### src/rtl/user_if_sequencer.sv
// Command sequencer behind a Nios slave user interface: latches a command word,
// snapshots 16 operand words and runs COPY/SUM/MAX/CLEAR one word per cycle.
module user_if_sequencer (
    input  logic         clk_clk,
    input  logic         reset_reset,
    input  logic [511:0] user_dataout,
    input  logic         user_write,
    input  logic         user_chipselect,
    output logic [511:0] user_datain,
    output logic         busy,
    output logic         done
);

    typedef enum logic [1:0] {
        S_IDLE,
        S_LATCH,
        S_RUN,
        S_POST
    } state_t;

    localparam logic [3:0] OP_COPY  = 4'd0;
    localparam logic [3:0] OP_SUM   = 4'd1;
    localparam logic [3:0] OP_MAX   = 4'd2;
    localparam logic [3:0] OP_CLEAR = 4'd3;

    state_t      state_q, state_d;
    logic [3:0]  idx_q, idx_d;
    logic [3:0]  op_q, op_d;
    logic [3:0]  n_q, n_d;
    logic [31:0] acc_q, acc_d;
    logic [31:0] aux_q, aux_d;
    logic [31:0] shadow_q [16];
    logic [31:0] shadow_d [16];
    logic [31:0] res_q [16];
    logic [31:0] res_d [16];
    logic        busy_q, busy_d;
    logic        done_q, done_d;
    logic        dsticky_q, dsticky_d;
    logic        err_q, err_d;
    logic        ovr_q, ovr_d;
    logic        abt_q, abt_d;

    logic        strobe;
    logic [31:0] cmd;
    logic [3:0]  cmd_op;
    logic [3:0]  cmd_n;
    logic        cmd_go;
    logic        cmd_abort;
    logic        cmd_valid;
    logic [31:0] cur_word;
    logic [32:0] sum_w;

    always_comb begin
        strobe    = user_write & user_chipselect;
        cmd       = user_dataout[31:0];
        cmd_go    = cmd[0];
        cmd_abort = cmd[1];
        cmd_op    = cmd[7:4];
        cmd_n     = cmd[11:8];
        cmd_valid = (cmd_op <= OP_CLEAR) && ((cmd_n != 4'd0) || (cmd_op == OP_CLEAR));
        cur_word  = shadow_q[idx_q];
        sum_w     = {1'b0, acc_q} + {1'b0, cur_word};

        state_d   = state_q;
        idx_d     = idx_q;
        op_d      = op_q;
        n_d       = n_q;
        acc_d     = acc_q;
        aux_d     = aux_q;
        busy_d    = busy_q;
        done_d    = 1'b0;
        dsticky_d = dsticky_q;
        err_d     = err_q;
        ovr_d     = ovr_q;
        abt_d     = abt_q;
        for (int unsigned i = 0; i < 16; i++) begin
            shadow_d[i] = shadow_q[i];
            res_d[i]    = res_q[i];
        end

        unique case (state_q)
            S_IDLE: begin
                if (strobe && cmd_go) begin
                    op_d      = cmd_op;
                    n_d       = cmd_n;
                    busy_d    = 1'b1;
                    dsticky_d = 1'b0;
                    abt_d     = 1'b0;
                    if (cmd_valid) begin
                        err_d   = 1'b0;
                        if (cmd[3]) begin
                            ovr_d = 1'b0;
                        end
                        state_d = S_LATCH;
                    end else begin
                        // Invalid commands skip straight to POST so done pulses one edge later.
                        err_d   = 1'b1;
                        state_d = S_POST;
                    end
                end
            end

            S_LATCH, S_RUN: begin
                if (strobe && cmd_abort) begin
                    abt_d   = 1'b1;
                    busy_d  = 1'b0;
                    idx_d   = '0;
                    state_d = S_IDLE;
                end else begin
                    if (strobe) begin
                        ovr_d = 1'b1;
                    end
                    if (state_q == S_LATCH) begin
                        for (int unsigned i = 0; i < 16; i++) begin
                            shadow_d[i] = user_dataout[32*i +: 32];
                        end
                        idx_d   = 4'd1;
                        acc_d   = '0;
                        aux_d   = '0;
                        state_d = S_RUN;
                    end else begin
                        case (op_q)
                            OP_SUM: begin
                                acc_d = sum_w[31:0];
                                aux_d = aux_q + {31'b0, sum_w[32]};
                            end
                            OP_MAX: begin
                                // Strict compare keeps the lowest index on ties.
                                if ((idx_q == 4'd1) || (cur_word > acc_q)) begin
                                    acc_d = cur_word;
                                    aux_d = {28'b0, idx_q};
                                end
                            end
                            default: ;
                        endcase
                        if ((op_q == OP_CLEAR) || (idx_q == n_q)) begin
                            state_d = S_POST;
                        end else begin
                            idx_d = idx_q + 4'd1;
                        end
                    end
                end
            end

            S_POST: begin
                if (strobe && cmd_go) begin
                    ovr_d = 1'b1;
                end
                busy_d    = 1'b0;
                done_d    = 1'b1;
                dsticky_d = 1'b1;
                idx_d     = '0;
                state_d   = S_IDLE;
                if (!err_q) begin
                    case (op_q)
                        OP_COPY: begin
                            for (int unsigned i = 1; i < 16; i++) begin
                                if (i <= 32'(n_q)) begin
                                    res_d[i] = shadow_q[i];
                                end
                            end
                        end
                        OP_SUM, OP_MAX: begin
                            res_d[1] = acc_q;
                            res_d[2] = aux_q;
                        end
                        OP_CLEAR: begin
                            for (int unsigned i = 1; i < 16; i++) begin
                                res_d[i] = '0;
                            end
                        end
                        default: ;
                    endcase
                end
            end

            default: state_d = S_IDLE;
        endcase

        res_d[0] = {16'b0, n_d, op_d, 3'b0, abt_d, ovr_d, err_d, dsticky_d, busy_d};
    end

    always_ff @(posedge clk_clk or negedge reset_reset) begin
        if (!reset_reset) begin
            state_q   <= S_IDLE;
            idx_q     <= '0;
            op_q      <= '0;
            n_q       <= '0;
            acc_q     <= '0;
            aux_q     <= '0;
            busy_q    <= 1'b0;
            done_q    <= 1'b0;
            dsticky_q <= 1'b0;
            err_q     <= 1'b0;
            ovr_q     <= 1'b0;
            abt_q     <= 1'b0;
            for (int unsigned i = 0; i < 16; i++) begin
                shadow_q[i] <= '0;
                res_q[i]    <= '0;
            end
        end else begin
            state_q   <= state_d;
            idx_q     <= idx_d;
            op_q      <= op_d;
            n_q       <= n_d;
            acc_q     <= acc_d;
            aux_q     <= aux_d;
            busy_q    <= busy_d;
            done_q    <= done_d;
            dsticky_q <= dsticky_d;
            err_q     <= err_d;
            ovr_q     <= ovr_d;
            abt_q     <= abt_d;
            for (int unsigned i = 0; i < 16; i++) begin
                shadow_q[i] <= shadow_d[i];
                res_q[i]    <= res_d[i];
            end
        end
    end

    always_comb begin
        for (int unsigned i = 0; i < 16; i++) begin
            user_datain[32*i +: 32] = res_q[i];
        end
    end

    assign busy = busy_q;
    assign done = done_q;

endmodule

### config.mk
export PLATFORM = sky130hd
export DESIGN_NAME = user_if_sequencer
export DESIGN_NICKNAME = d
export VERILOG_FILES = /design/src/rtl/user_if_sequencer.sv
export SDC_FILE = /design/constraint.sdc
export NUM_CORES = 2
export LEC_CHECK = 0
export CORE_AREA = 2 2 401 403
export DETAILED_ROUTE_END_ITERATION = 10
export DIE_AREA = 0 0 403 405
export HOLD_SLACK_MARGIN = 0.06
export PLACE_DENSITY = 0.58
export SLEW_MARGIN = 20
export SYNTH_ARGS = -nofsm -noshare
export SYNTH_HDL_FRONTEND = slang
export SYNTH_SLANG_ARGS = --single-unit
### constraint.sdc
create_clock -name clk_clk -period 7.4 [get_ports clk_clk]
set_clock_uncertainty 0.05 [all_clocks]
set_input_delay 0.74 -clock clk_clk [delete_from_list [all_inputs] [get_ports clk_clk]]
set_output_delay 0.74 -clock clk_clk [all_outputs]
set_load 0.005 [all_outputs]
Word-level counts from Yosys, hierarchy flattened --
Cells that the tools add are included. W data, S select, Z words.
Operators by class: $add $sub $neg 3, order comparisons 18, equality and inequality tests 28, multiplexer cells 59, bitwise logic cells 4, reduce and logical (&&, ||, !) cells 34
Operators by type and width (count):
- $pmux W416 S2 | 1
- $mux W32 | 21
- $pmux W64 S3 | 1
- $bmux W32 S4 | 1
- $pmux W32 S2 | 2
- $reduce_and A4 Y1 | 16
- $add A32 B32 Y33 | 1
- $add A32 B1 Y32 | 1
- $gt A32 B32 Y1 | 1
- $le A4 B4 Y1 const A | 8
- $ne A2 B2 Y1 const B | 16
- $mux W4 | 7
- $le A3 B4 Y1 const A | 4
- $mux W1 | 15
- $eq A4 B2 Y1 const B | 3
- $mux W2 | 5
- $eq A4 B1 Y1 const B | 2
- $le A2 B4 Y1 const A | 2
- $ne A4 B4 Y1 const B | 2
- $pmux W4 S2 | 1
- $pmux W1 S3 | 2
- $pmux W2 S3 | 1
- $reduce_bool A3 Y1 | 2
- $ge A5 B5 Y1 const B | 1
- other kinds (20) | 30
Word-level totals: flip-flop bits (word level) 1089, input port bits 516, output and inout bits 514, word-level logic and storage cells 190

Depth between registers and ports, before layout --
word-level depth 9, mapped depth 26, depth with buffers taken out 22

Worst setup path before layout --
OpenSTA, ideal clock, no wires.
path kind register to register, from register idx_q[0], to register aux_q[30], library setup time 129 ps, arrival time 6163 ps, data required time 7221 ps, slack 1058 ps, cell stages (with the launch flop) 24, path buffers 3, clock period less this slack 6342 ps, cell sequence dfrtp_1 -> buf_2 -> buf_1 -> mux4_2 -> mux4_2 -> ha_1 -> or4_1 -> a2111oi_2 -> o21ai_0 -> and3_1 -> o21bai_1 -> a21oi_1 -> o31ai_1 -> ha_1 -> ha_1 -> nand3_1 -> nor4_1 -> and3_1 -> clkbuf_2 -> nand4_1 -> nor4_2 -> a31oi_1 -> o21ai_0 -> o21ai_0
On the way: longest elaborated chain between the ends 8, elaborated cells between the ends (all ways) 13, those cells by class add/sub: 2; order compare: 1; eq/ne: 2; mux: 5; bitwise: 1; reduce/logical: 2
RTL lines:
- start, declared | RTL line 27 | logic [3:0] idx_q, idx_d;
- start signal, assigned | RTL line 203 | idx_q <= idx_d;
- $not A4 Y5 (not written as such) | RTL line 61 | cur_word = shadow_q[idx_q];
- $bmux W32 S4 | RTL line 61
- $mux W32 (not written as such) (2 in a row) | RTL line 61
- $add A32 B32 Y33 / $gt A32 B32 Y1 (equally long branches) | RTL line 62, 129
- $add A32 B1 Y32 / $logic_or A1 B1 Y1 (equally long branches) | RTL line 125, 129
- $pmux W32 S2 / $ne A3 B3 Y1 (equally long branches)
- $mux W32 / $reduce_and A4 Y1 (equally long branches)
- end signal, assigned | RTL line 207 | aux_q <= aux_d;
- end, declared | RTL line 31 | logic [31:0] aux_q, aux_d;
Parallel ways exist; a longest one is shown, timed or not. The select of a mux whose other input is x is not followed. A chain may end at the register's enable or synchronous reset.

Worst setup path in the final report --
from register idx_q[0], to register aux_q[26]
The elaborated chain is that of the path after synthesis.

==> qor.yml <==
placed_design:
  hpwlAfterDp_um: 180000
  dp.cells: 7194
  gp_congestion: 0.934
  dp_slack_ps: 748
  numPortBuffers: 1010
min_path:
  hold_path_depth: 2
  hold_class: "register to register"
synthesis:
  ys_types: 72
  synth_compound_area_frac: 0.0896
  muxShareOfSynthArea: 0.195
  synth-simple-area-share: 0.107
  yosys_warnings: 0
  netlist_area_um2: 48900
  synth_seq_cells: 1076
  synth_xor_area_frac: 0.00412
  syn_avg_cell_area_um2: 11.4
  synth_edf_count: 0
  synth_top_family_by_area: "multiplexers"
  synthArstFlopShare: 1.00
  synthAdderAreaFrac: 0.0201
  synth-main-ff-cell: "dfrtp_1"
  syn_inst: 4302
  seq_area_frac_synth: 0.551
clocking:
  numClockSinks: 1076
  cts.clk_slew.worst_paths_ps: 60
  cts_buffer_depth: 3
  cts_resized: 0
  numCtsBuffers: 132
  cts-htree-levels: 4
  clock_tree.root_cell: "clkbuf_16"
  cts_setup_buffers: 0
  cts_hold_buf: 1
  clock_latency_ps: 780
  cts_tree: "yes"
flow_run:
  max-cap-violations: 0
finish:
  drive_gt1_frac: 0.192
  area_growth_pct: 35.0
  fillers: 15312
  finalNonFillerCells: 7479
  nets: 5837
  multi_input_area_um2: 20600
  layout_commonest_cell: "dfrtp_1"
  post-route-util: 0.414
  register_area_um2: 26900
  final_cell_mix: "dfrtp_1 (1,074), clkdlybuf4s50_1 (1,009), nand2_1 (985)"
grt:
  grt_antenna_before_repair: 69
  grt_pass1_wl_um: 318000
  grt_util_all_layers: 0.280
  grt_max_degree: 173
  grt_pass1_vias: 38554
  overflow: 0
sta:
  fin_setup_tns_ps: 0
  setup_slack_ps: 636
  finalSetupViolations: 0
  maxSlewHeadroom: 0.273
  hold_viol: 0
  tightest_slew_ps: 1090
  finalCritPeriodShare: 0.914
  slew_violations: 0
  max_freq_mhz: 148
  min_period_ps: 6760
  rsz0062_at_grt: "false"
  hold_slack_ps: 412
routing:
  routed_wl_um: 233000
  antenna_left: 0
  drtIter0Drc: 3283
  vias: 39261
  drt_first_pass_iters: 5
  avgViaCountPerCell: 5.25
  drc: 0
  wl_per_cell_um: 31.1
critical_path:
  worstSetupStartpointType: "register"
  reg2reg_depth: 26
  path_class: "register to register"
  critPathRequiredTime_ps: 8040
  critPathArrivalTime_ps: 7400
  crit_fanout: 26
  end_kind: "register"
die:
  ioPinCount: 1030
  die_y_um: 405
  start_util: 0.307
  rows: 147
  fp.dieArea_um2: 163000
  die-width_um: 403
  core_um2: 159000
outcome:
  status: "completed"
power:
  ir_drop_uv: 331
  leakage_nw: 28.7
  power.density_nw_per_um2: 519
==> cell usage after synthesis (12+ instances only) <==
cell type	n	area [um^2]
buf_2	20	100
mux4_2	160	3600
nor2_1	88	330
inv_1	72	270
nor2b_1	14	87.6
a22oi_1	64	480
o31ai_1	25	188
xnor2_1	16	140
ha_1	77	963
nand4_1	19	119
and3_1	14	87.6
o21ai_0	501	2510
a21oi_1	64	320
nor3_1	22	110
buf_1	14	52.6
mux2_2	523	5890
nand3_1	83	415
buf_4	28	210
nand2_1	990	3720
o41ai_1	14	123
a31oi_1	12	75.1
dfrtp_1	1076	26900
clkbuf_1	252	946
==> critical path, cell delays in order, from the launching register on <==
cell      delay, ps
dfrtp_4         450
buf_12          250
buf_4           290
mux4_2          660
mux4_2          550
ha_1            360
buf_4           160
nor2_1          300
a221o_1         210
a21oi_1          80
o311a_1         300
and3_1          240
o21bai_1        160
a21oi_1          90
o31ai_1         250
ha_1            240
ha_1            180
nand3_1         120
nor4_1          340
buf_4           180
and3_1          230
nand4_1         160
buf_4           180
nor2_1          180
buf_4           150
nand4_1          80
o21ai_0         170
==> metrics by stage <==
stage	total power (W)	instance area (um^2)
2_1_floorplan	0.0190	48900
3_3_place_gp	0.0276	61400
3_5_place_dp	0.0277	61400
4_1_cts	0.0344	65900
5_1_grt	0.0361	66000
6_report	0.0343	66000
==> state kept, by name, summed over array words and instances, names as in the netlist <==
signal	flops
n_q	3
idx_q	4
done	1
acc_q	32
state_q	2
shadow_q	512
user_datain	487
aux_q	32
op_q	3
==> cell families (layout without fill, tap and decap cells) <==
family	after synthesis	in the layout
and+or+nand+nor	1282	1282
muxes	689	689
buffers and inverters	391	1420
DFF	1076	1076
xor gates and xnor gates	23	23
AOI/OAI and AO/OA	762	762
other	1	63
adders and majority gates	78	78
==> worst paths after layout <==
path / to / slack [ps] / from
worst max-delay path: aux_q[26] / 640 / idx_q[0]
worst min-delay path: user_datain[259] / 410 / user_datain[259]
worst max register to register: aux_q[26] / 640 / idx_q[0]
worst min register to register: user_datain[259] / 410 / user_datain[259]
max in group asynchronous: shadow_q[323] / 4880 / reset_reset
min in group asynchronous: user_datain[108] / 610 / reset_reset
==> layout make-up <==
cell class	instances	share of cell area
Inverter	73	0.00415
Clock inverter	43	0.00781
Sequential cell	1076	0.408
Timing Repair Buffer	1107	0.168
Tap cell	2086	0.0395
Antenna cell	44	0.00167
Clock buffer	197	0.0592
Multi-Input combinational cell	2853	0.312
==> where the power goes <==
part           total, W  internal [W]  leakage [nW]  switching (W)
sequential       0.0117       0.00850          13.4        0.00316
clock           0.00663       0.00384          2.15        0.00279
combinational    0.0160       0.00757          13.2        0.00843
==> routing by layer <==
metal	share of wire	global-route usage
met3	0.072	0.0709
met2	0.48	0.455
met5	0.00036	0
met4	0.040	0.105
met1	0.41	0.358
(Power assumes the default switching activity.)
